## config.mk

```make
export PLATFORM = sky130hd
export DESIGN_NAME = apb4_plic_claimer
export DESIGN_NICKNAME = d
export VERILOG_FILES = /design/src/rtl/apb4_plic_claimer.sv
export SDC_FILE = /design/constraint.sdc
export NUM_CORES = 1
export LEC_CHECK = 0
export BUFFER_PORTS_ARGS = -buffer_cell sky130_fd_sc_hd__buf_4
export CORE_UTILIZATION = 40
export CTS_CLUSTER_DIAMETER = 50
export DETAILED_ROUTE_END_ITERATION = 12
export MAX_ROUTING_LAYER = met4
export PLACE_DENSITY_LB_ADDON = 0.05
export SYNTH_ARGS = -nofsm -noshare
export SYNTH_HDL_FRONTEND = slang
export SYNTH_SLANG_ARGS = --single-unit
```

## constraint.sdc

```tcl
create_clock -name clk_i -period 2.6 [get_ports clk_i]
set_clock_uncertainty 0.15 [all_clocks]
set_input_delay 0.13 -clock clk_i [delete_from_list [all_inputs] [get_ports clk_i]]
set_output_delay 0.13 -clock clk_i [all_outputs]
set_load 0.02 [all_outputs]
```

## src/rtl/apb4_plic_claimer.sv

```systemverilog
// apb4_plic_claimer: APB4 initiator on the interrupt-target side of the PLIC
// claim/complete protocol. It claims an ID by reading CLAIMCOMP, hands the ID
// to a dispatcher, and writes the same ID back once the dispatcher is done.
//
// Handshake: the dispatcher channel is strict valid/ready. A transfer happens on
// a rising clock edge where irq_valid_o && irq_ready_i. While irq_valid_o is high,
// irq_id_o is held stable, and irq_valid_o never drops until that transfer happens.
// irq_done_i is a single-cycle pulse. It is honoured only once the ID has been accepted.
module apb4_plic_claimer #(
  parameter int              ADDR_WIDTH  = 32,
  parameter int              DATA_WIDTH  = 32,
  parameter int              ID_WIDTH    = 5,
  parameter logic [31:0]     CLAIM_ADDR  = 32'h1C,
  parameter int              TIMEOUT_CYC = 255
) (
  input  logic                    clk_i,
  input  logic                    rst_n_i,
  input  logic                    ext_irq_i,
  output logic [ADDR_WIDTH-1:0]   paddr_o,
  output logic                    psel_o,
  output logic                    penable_o,
  output logic                    pwrite_o,
  output logic [DATA_WIDTH-1:0]   pwdata_o,
  output logic [DATA_WIDTH/8-1:0] pstrb_o,
  input  logic                    pready_i,
  input  logic [DATA_WIDTH-1:0]   prdata_i,
  input  logic                    pslverr_i,
  output logic                    irq_valid_o,
  output logic [ID_WIDTH-1:0]     irq_id_o,
  input  logic                    irq_ready_i,
  input  logic                    irq_done_i,
  output logic                    busy_o,
  output logic                    err_o,
  output logic [7:0]              spurious_o,
  output logic [2:0]              state_o
);

  typedef enum logic [2:0] {
    IDLE     = 3'd0,
    C_SETUP  = 3'd1,
    C_ACCESS = 3'd2,
    DISPATCH = 3'd3,
    SERVICE  = 3'd4,
    W_SETUP  = 3'd5,
    W_ACCESS = 3'd6
  } state_t;

  state_t              state;
  state_t              state_nxt;
  logic [ID_WIDTH-1:0] id_q;
  logic [7:0]          tmo_cnt;
  logic                err_q;
  logic [7:0]          spur_q;

  logic                in_setup;
  logic                in_access;
  logic                timed_out;
  logic                claim_ok;
  logic                claim_zero;
  logic [ID_WIDTH-1:0] rd_id;
  logic                unused_rdata;

  assign rd_id        = prdata_i[ID_WIDTH-1:0];
  assign unused_rdata = ^prdata_i[DATA_WIDTH-1:ID_WIDTH];
  assign in_setup     = (state == C_SETUP) || (state == W_SETUP);
  assign in_access    = (state == C_ACCESS) || (state == W_ACCESS);
  // The abort fires in the cycle that would be the TIMEOUT_CYC-th stalled ACCESS cycle.
  assign timed_out    = in_access && !pready_i && (tmo_cnt == 8'(TIMEOUT_CYC - 1));
  assign claim_ok     = (state == C_ACCESS) && pready_i && !pslverr_i && (rd_id != '0);
  assign claim_zero   = (state == C_ACCESS) && pready_i && !pslverr_i && (rd_id == '0);

  // State register; async reset abandons any outstanding claim.
  always_ff @(posedge clk_i or negedge rst_n_i) begin
    if (!rst_n_i) state <= IDLE;
    else          state <= state_nxt;
  end

  // Next-state logic for the claim / dispatch / complete sequence.
  always_comb begin
    state_nxt = state;
    unique case (state)
      IDLE:     if (ext_irq_i) state_nxt = C_SETUP;
      C_SETUP:  state_nxt = C_ACCESS;
      C_ACCESS: begin
        if (pready_i) state_nxt = claim_ok ? DISPATCH : IDLE;
        else if (timed_out) state_nxt = IDLE;
      end
      DISPATCH: if (irq_ready_i) state_nxt = SERVICE;
      SERVICE:  if (irq_done_i) state_nxt = W_SETUP;
      W_SETUP:  state_nxt = W_ACCESS;
      W_ACCESS: if (pready_i || timed_out) state_nxt = IDLE;
      default:  state_nxt = IDLE;
    endcase
  end

  // Datapath registers: claimed ID, ACCESS timeout counter, sticky error, spurious count.
  always_ff @(posedge clk_i or negedge rst_n_i) begin
    if (!rst_n_i) begin
      id_q    <= '0;
      tmo_cnt <= '0;
      err_q   <= 1'b0;
      spur_q  <= '0;
    end else begin
      if (in_setup)                    tmo_cnt <= '0;
      else if (in_access && !pready_i) tmo_cnt <= tmo_cnt + 8'd1;
      if (claim_ok) id_q <= rd_id;
      if ((in_access && pready_i && pslverr_i) || timed_out) err_q <= 1'b1;
      if (claim_zero && (spur_q != 8'hFF)) spur_q <= spur_q + 8'd1;
    end
  end

  // Outputs decode only the state flops and held registers, so they stay
  // glitch-free and constant from SETUP through the end of ACCESS.
  always_comb begin
    psel_o      = in_setup || in_access;
    penable_o   = in_access;
    pwrite_o    = (state == W_SETUP) || (state == W_ACCESS);
    paddr_o     = psel_o ? ADDR_WIDTH'(CLAIM_ADDR) : '0;
    pwdata_o    = pwrite_o ? DATA_WIDTH'(id_q) : '0;
    pstrb_o     = pwrite_o ? '1 : '0;
    irq_valid_o = (state == DISPATCH);
    irq_id_o    = (state == DISPATCH) ? id_q : '0;
    busy_o      = (state != IDLE);
    err_o       = err_q;
    spurious_o  = spur_q;
    state_o     = state;
  end

endmodule

```

Word level (Yosys, flattened, before mapping)
Cells that the tools add are included.
{"block": "op_classes", "addsub": 2, "n_eq_ne": 13, "n_mux": 14, "reduce_logical": 23}
{"operator": "3-bit one-hot mux with 7 select lines", "n": 1}
{"operator": "3-bit two-way mux", "n": 6}
{"operator": "8-bit by 1-bit adder with 8-bit output, second input constant", "n": 2}
{"operator": "8-bit two-way mux", "n": 2}
{"operator": "5-bit two-way mux", "n": 3}
{"operator": "3-bit == test, second input constant", "n": 3}
{"operator": "1-bit logical AND", "n": 9}
{"operator": "8-bit == test, second input constant", "n": 1}
{"operator": "8-bit != test, second input constant", "n": 1}
{"operator": "3-bit by 2-bit == test with 1-bit output, second input constant", "n": 2}
{"operator": "1-bit logical OR", "n": 6}
{"operator": "2-bit != test, second input constant", "n": 3}
{"operator": "5-bit logical NOT", "n": 1}
{"operator": "5-bit AND reduction", "n": 1}
{"operator": "5-bit nonzero test", "n": 1}
{"operator": "4-bit two-way mux", "n": 1}
{"operator": "3-bit by 1-bit == test with 1-bit output, second input constant", "n": 1}
{"operator": "3-bit logical NOT", "n": 1}
{"operator": "3-bit != test, second input constant", "n": 1}
{"operator": "3-bit nonzero test", "n": 1}
{"operator": "1-bit logical NOT", "n": 2}
{"operator": "2-bit two-way mux", "n": 1}
{"operator": "2-bit by 1-bit != test with 1-bit output, second input constant", "n": 1}
{"operator": "2-bit nonzero test", "n": 1}
{"block": "word_totals", "register_bits": 25, "in_bits": 39, "out_inout_bits": 90, "elab_cells": 57}

Longest topological paths before layout
Gate-level depths: netlist of the first run.
{"block": "depth", "word_depth": 7, "ltp_mapped": 5, "depth_no_buf": 5}

Worst setup path after synthesis of the first run
Ideal clock, no wire load.
{"block": "synth_path", "kind": "reg-to-output", "from": "reg state[1] (netlist: state_o[1])", "to": "out pstrb_o[0]", "arrival_time_ns": 2.114, "t_required_ns": 2.320, "slack_ns": 0.206, "stages_incl_launch_ff": 6, "path_buffers": 2, "path_cell_list": "dfrtp_1 clkbuf_1 nor2b_1 nand2b_1 and2_1 buf_4"}
{"block": "synth_via", "elab_chain_len": 3}
{"element": "from (decl)", "line_no": "48", "rtl": "state_t state;"}
{"element": "from (signal assigned)", "line_no": "75", "rtl": "else state <= state_nxt;"}
{"element": "3-bit == test", "line_no": "117", "rtl": "pwrite_o = (state == W_SETUP) || (state == W_ACCESS);"}
{"element": "1-bit logical OR *", "line_no": "117"}
{"element": "via pwrite_o", "line_no": "22", "rtl": "output logic pwrite_o,"}
{"element": "4-bit two-way mux *", "line_no": "120", "rtl": "pstrb_o = pwrite_o ? '1 : '0;"}
{"element": "to (decl)", "line_no": "24", "rtl": "output logic [DATA_WIDTH/8-1:0] pstrb_o,"}
The timed path passes the listed nets; every way through them passes the cells marked *.

Final worst setup path of the first run
{"block": "layout_path", "from": "in prdata_i[0]", "to": "reg spur_q[1] (netlist: spurious_o[1])"}
{"block": "layout_via", "elab_chain_len": 3}
{"element": "from (decl)", "line_no": "26", "rtl": "input logic [DATA_WIDTH-1:0] prdata_i,"}
{"element": "5-bit logical NOT", "line_no": "70", "rtl": "assign claim_zero = (state == C_ACCESS) && pready_i && !pslverr_i && (rd_id == '0);"}
{"element": "1-bit logical AND", "line_no": "70"}
{"element": "1-bit logical AND", "line_no": "108", "rtl": "if (claim_zero && (spur_q != 8'hFF)) spur_q <= spur_q + 8'd1;"}
{"element": "to (signal assigned)", "line_no": "108"}
{"element": "to (decl)", "line_no": "53", "rtl": "logic [7:0] spur_q;"}
Every way passes these cells.
A chain may end at the register's enable or synchronous reset.

==> reports/summary.txt, run 1 <==
status: finished, final reports clean
CP delay by family, top: simple AND/OR/NAND/NOR gates
CP peak stage delay: 0.56 ns
sequential standard cell area: 625.6 µm²
Setup crit end: spurious_o[1]
clk buf depth: 2
sequential share of power: 0.320
Tot Pwr: 0.001752 W
clock buffer count from CTS: 3
dpl hpwl: 2494 µm
RSZ-0062 raised after global routing: false
combined area of the multi-input logic cells: 878.3 µm²
Routed WL: 3249 µm
Post-DP Area: 1923 µm²
DR iter-0 viols: 24
worst r2r dst: spurious_o[1]
Worst Setup SP: prdata_i[0]
fin crit share: 0.9062
Slew Limit Headroom: 0.5850
vias per inst: 4.438
routed vias: 1278
synthesized area: 1789 µm²
I/O Buffers: 45
Buf+Inv Stages, Crit Path: 2
drt drc: 0
design area: 2038 µm²
Max FO, Critical Path: 7
CTS tree: yes
worst path cell trace: dlygate4sd3_1 -> buf_4 -> or4_4 -> nor4_4 -> and2_4 -> mux2_1
root cell of the clock tree: clkbuf_8
cell row count: 23
CTS clk-pin slew, worst paths: 0.09 ns
initial core utilization: 0.4318
CP Capture Type: flip-flop
Switching Fraction: 0.4448
Worst Tran Pin Value: 0.6212 ns
Max VDD drop: 0.0002768 V
# IOs: 129
drt first pass iters: 4
FILL cells: 401
RR Startpoint: state_o[1]
Chip Height: 68.88 µm
Comb power frac: 0.549
mean area per synthesized cell: 9.319 µm²
Placer Congestion: 0.8517
CP required: 2.60 ns
number of max-cap violations: 0
top cells by area, synth: dfrtp_1 35%, buf_4 26%, and3_1 3.5%
clock period minus worst slack: 2.356 ns
CP Class: in2reg
reg2reg path depth: 4
register area share after synthesis: 0.3497
H-tree depth: 1
final setup violation count: 0
Psw: 0.0007793 W
final hold vios: 0
Setup WS post-layout: 0.2439 ns
Final #Nets: 281
leakage: 1.100 nW
cells after synthesis: 192
Synthesis Warnings: 0
PD cells: 859.7 nW/µm²
hold_buf cts: 7
Core ar.: 4144 µm²
Setup Slack @ Placement: 0.4919 ns
CP Data Arrival Time: 2.36 ns
Synth top area share: 0.3497
Worst setup SP type: input port
# resized after CTS: 0
Final Max Tran Viols: 0
largest net degree at the start of global routing: 26
total die area: 4744 µm²
initial antenna violation count: 0
slowest CP cell: or4_4
CTS Sinks: 25
CP Depth: 6
final setup TNS: 0 ns
Post-CTS Setup Repair Bufs: 0
flops & latches, synth: 25
GRT Residual Overflow: 0
worst hold start: ext_irq_i
synth unique cells: 37
clock latency at the later pin of the worst-skew pair: 0.26 ns
antenna-violating nets left: 0
R2R Setup Slk: 0.60 ns
Pint: 0.0009728 W
Clk pwr share: 0.131
die width: 68.88 µm
Peak Freq: 424.4 MHz
layout cell share with drive strength beyond 1: 0.2563
area grow syn2layout: 13.92%
Wirelength per Cell: 11.28 µm
top cell type by total area after synthesis: dfrtp_1
hold crit path type: in2reg
ant diodes: 0
Tot GR Track Use: 0.1357
first-pass GRT wire length: 4678 µm
vias in the first global route: 1040
[metrics by stage]
| stage | hold WS (ns) | instances | util |
|---|---|---|---|
| 5_1_grt | 0.02154 | 288 | 0.4918 |
| 3_5_place_dp | -0.09657 | 277 | 0.4641 |
| 4_1_cts | 0.001406 | 288 | 0.4918 |
| 2_1_floorplan | -0.3156 | 247 | - |
| 6_report | 0.006490 | 288 | 0.4918 |
| 3_3_place_gp | -0.09399 | 277 | 0.4641 |
[cells in the mapped netlist]
cell type  number
or3b_1          1
mux2_2          5
nor4_1          1
conb_1          1
or4_4           1
o21bai_1        1
or3_1           1
nand2b_1        3
ha_1            3
mux2_1          1
nor2b_1         2
dfrtp_1        25
xor2_1          3
buf_4          63
o21a_1          1
nand4_2         1
o21ai_2         1
and3_1         10
a21oi_1         4
and2_4          1
nand4bb_1       1
o21ai_0         6
nand3b_1        1
nand3_1         8
clkbuf_1        4
nor3b_1         1
and2_1          6
a31oi_1         7
nand4_1         2
and4_1          1
nor2_1          9
inv_1           1
a21o_1          1
nor4_4          1
mux2_4          1
nand2_1         9
xnor2_1         4
[sequential cells by signal, summed over array words and instances (netlist names)]
signal	cells
spurious_o	8
id_q	5
state_o	3
err_o	1
tmo_cnt	8
[logic make-up (layout without fill, tap and decap cells)]
family / count (synthesis) / count (layout) / synth area share
buffers and inverters: 68 / 59 / 0.2748
DFF: 25 / 25 / 0.3497
muxes: 7 / 7 / 0.04615
adders and majority gates: 3 / 3 / 0.02098
other: 1 / 56 / 0.002096
and+or+nand+nor: 60 / 60 / 0.2021
AOI/OAI and AO/OA: 21 / 21 / 0.06994
xor gates and xnor gates: 7 / 7 / 0.03427
[power by group through the flow]
stage / sequential, W / combinational, W / clock [W]
after floorplan: 0.000579 / 0.000721 / 0
after global placement: 0.000563 / 0.000951 / 0
after detailed placement: 0.000568 / 0.000957 / 0
after CTS: 0.000561 / 0.000967 / 0.000238
after global routing: 0.000578 / 0.00105 / 0.000252
final: 0.000561 / 0.000961 / 0.000229
[tightest hold or removal path, cell delays in order]
cell     delay (ns)
buf_4          0.08
nor2_1         0.03
a31oi_1        0.14
[final cells by class]
type                            instances  area share
Clock buffer                            4     0.02210
Inverter                                1    0.001842
Multi-Input combinational cell        154      0.4309
Sequential cell                        25      0.3069
Tap cell                               50     0.03069
Timing Repair Buffer                   54      0.2075
[placed cells by master, fill, tap and decap left out, types with 2 or more instances in the layout]
cell and n:
and2_1 6, conb_1 56, dlygate4sd3_1 7, nand2b_1 3, a31oi_1 7, nor2_1 9, o21ai_0 6, and3_1 10
nor2b_1 2, ha_1 3, nand2_1 9, xor2_1 3, xnor2_1 4, dfrtp_1 25, nand4_1 2, buf_4 47
clkbuf_8 3, a21oi_1 4, nand3_1 8, mux2_2 5
[routing by layer]
layer | global-route usage | wire length (µm) | up-vias
li1 | - | - | 621
met1 | 0.1720 | 1377 | 586
met2 | 0.2209 | 1544 | 69
met3 | 0.02961 | 308 | 2
met4 | 0.03061 | 18 | 0
met5 | - | 0 | -
[worst min-delay path by stage]
stage	slack (ns)	depth (start not counted)	end
4_1_cts	0.001	3	state_o[0]
3_5_place_dp	-0.1	1	tmo_cnt[4]
5_1_grt	0.02	3	state_o[0]
2_1_floorplan	-0.32	0	err_o
3_3_place_gp	-0.09	1	tmo_cnt[4]
6_report	0.006	3	state_o[0]
Power figures use the tool's default switching activity.
==> inputs of run 2 (changes only) <==
ABC_AREA = 1   (was unset)
==> run 2 against run 1 <==
Effect of this change:
- clock-buffer cell count shrank 1
- combinational power shrank 8.2%
- routed wire length grew 8.2%
- flip-flop and latch count is the same
- first-iteration DRC count grew 88%
- non-clock buffer count shrank 1
- synthesized area grew 8.7%
- clock power grew 4%
- global-route usage grew 0.81 points
- sequential power shrank 5.9%
- fmax grew 15%
==> reports/summary.txt, run 2 <==
synthesized area: 1946 µm²
Core ar.: 4692 µm²
dpl hpwl: 2730 µm
clock buffer count from CTS: 3
I/O Buffers: 45
most common cell after layout, fill and taps aside: nand2_1
DP Cell Count: 364
Tot GR Track Use: 0.1437
design area: 2203 µm²
mean area per synthesized cell: 7.075 µm²
Routed WL: 3515 µm
cell row count: 25
CP Capture Type: output pin
Main synth FF type: dfrtp_1
fin crit share: 0.7899
RSZ-0062 raised after global routing: false
CP required: 2.32 ns
Peak Freq: 486.9 MHz
synth unique cells: 23
# resized after CTS: 0
Psw: 0.0007657 W
CP Class: reg2out
final setup TNS: 0 ns
DR iter-0 viols: 45
highest-count cells in the layout ignoring fill and taps: 75 x nand2_1, 56 x conb_1, 45 x buf_4
flops & latches, synth: 25
final hold vios: 0
vias per inst: 4.090
Post-DP Area: 2074 µm²
share of flip-flops with an asynchronous set or reset: 1.000
Synthesis Warnings: 0
Comb power frac: 0.535
number of max-cap violations: 0
R2R Setup Slk: 0.99 ns
# IOs: 129
tightest hold margin: 0.04360 ns
FILL cells: 503
drt drc: 0
CP Data Arrival Time: 1.77 ns
RR Startpoint: spurious_o[0]
sequential share of power: 0.321
Switching Fraction: 0.4645
Setup Slack @ Placement: 0.8162 ns
clk buf depth: 2
vias in the first global route: 1288
drt first pass iters: 4
CTS clk-pin slew, worst paths: 0.10 ns
register area share after synthesis: 0.3215
initial antenna violation count: 0
Pint: 0.0008827 W
Wirelength per Cell: 9.348 µm
top cell type by total area after synthesis: dfrtp_1
Max VDD drop: 0.0005117 V
ant diodes: 0
PD cells: 748.1 nW/µm²
Final Max Tran Viols: 0
layout cell share with drive strength beyond 1: 0.1646
area grow syn2layout: 13.25%
Chip Height: 71.74 µm
antenna-violating nets left: 0
initial core utilization: 0.4147
Synth top area share: 0.3215
total die area: 5147 µm²
clock latency at the later pin of the worst-skew pair: 0.27 ns
hold_buf cts: 8
most frequent cell after synthesis: nand2_1
hold-critical path depth: 3
Placer Congestion: 0.7587
Final #Nets: 365
clock period minus worst slack: 2.054 ns
routed vias: 1538
cells after synthesis: 275
hold crit path type: in2reg
first-pass GRT wire length: 5754 µm
reg2reg path depth: 7
EDFF count, synth: 0
Post-CTS Setup Repair Bufs: 0
list of most frequent post-synthesis cells: 75 x nand2_1, 63 x buf_4, 33 x inv_1
status: finished, final reports clean
root cell of the clock tree: clkbuf_8
CTS tree: yes
Max FO, Critical Path: 7
top cells by area, synth: dfrtp_1 32%, buf_4 24%, nand2_1 14%
worst hold start: pready_i
worst r2r dst: spurious_o[2]
CTS Sinks: 25
GRT Residual Overflow: 0
WHS Endpoint: err_o
final setup violation count: 0
die width: 71.74 µm
Setup WS post-layout: 0.5462 ns
Clk pwr share: 0.144
leakage: 1.270 nW
H-tree depth: 1
final cell count without fillers: 376
Worst setup SP type: flip-flop
largest net degree at the start of global routing: 26
-- run 2: how the worst max path moves through the flow --
stage	depth (start not counted)	to	start	slack, ns
after floorplan	7	pstrb_o[0]	state_o[0]	0.60
after detailed placement	5	pstrb_o[3]	state_o[1]	0.82
after CTS	5	pstrb_o[3]	state_o[1]	0.51
final	6	pstrb_o[3]	state_o[0]	0.55
after global routing	6	pstrb_o[3]	state_o[0]	0.39
after global placement	5	pstrb_o[3]	state_o[1]	0.82
-- run 2: power groups by stage --
stage	logic [W]	clock network [W]	registers [W]
2_1_floorplan	0.000668	0	0.000559
3_5_place_dp	0.000884	0	0.000540
3_3_place_gp	0.000882	0	0.000537
4_1_cts	0.000895	0.000251	0.000530
6_report	0.000882	0.000238	0.000528
5_1_grt	0.000971	0.000265	0.000543
-- run 2: layer usage --
metal,up-vias,GRT usage,part of all wire
met5,-,-,0
met2,42,0.2495,0.51
li1,810,-,-
met1,684,0.1767,0.45
met4,0,0.01961,0.0048
met3,2,0.02954,0.038
-- run 2: kinds of logic (layout without fill, tap and decap cells) --
family / after synthesis / in the layout / synth area share
DFF: 25 / 25 / 0.3215
xor gates and xnor gates: 5 / 5 / 0.02251
other: 1 / 56 / 0.001927
buffers and inverters: 98 / 90 / 0.3119
adders and majority gates: 3 / 3 / 0.01929
and+or+nand+nor: 127 / 127 / 0.2797
AOI/OAI and AO/OA: 16 / 16 / 0.04309
-- run 2: area by class of cell --
cell class / instances / area (µm²) / share of cell area
multi-input cells: 207 / 919.6 / 0.4174
clock buffers: 3 / 41.29 / 0.01874
flip-flops and latches: 25 / 625.6 / 0.2839
repair buffers: 53 / 417.9 / 0.1897
well taps: 54 / 67.56 / 0.03066
clock inverters: 1 / 7.507 / 0.003407
inverters: 33 / 123.9 / 0.05622
-- run 2: through the flow --
step           power, W    util
2_1_floorplan  0.001228       -
3_3_place_gp   0.001418  0.4421
3_5_place_dp   0.001424  0.4421
4_1_cts        0.001677  0.4696
5_1_grt        0.001780  0.4696
6_report       0.001648  0.4696
-- run 2: worst max-delay path, stage by stage, from the launching register on --
cell and delay [ns]:
dfrtp_1 0.41, inv_1 0.08, or2_1 0.30, nand2_1 0.18, nand2_1 0.18, inv_1 0.17
buf_4 0.16
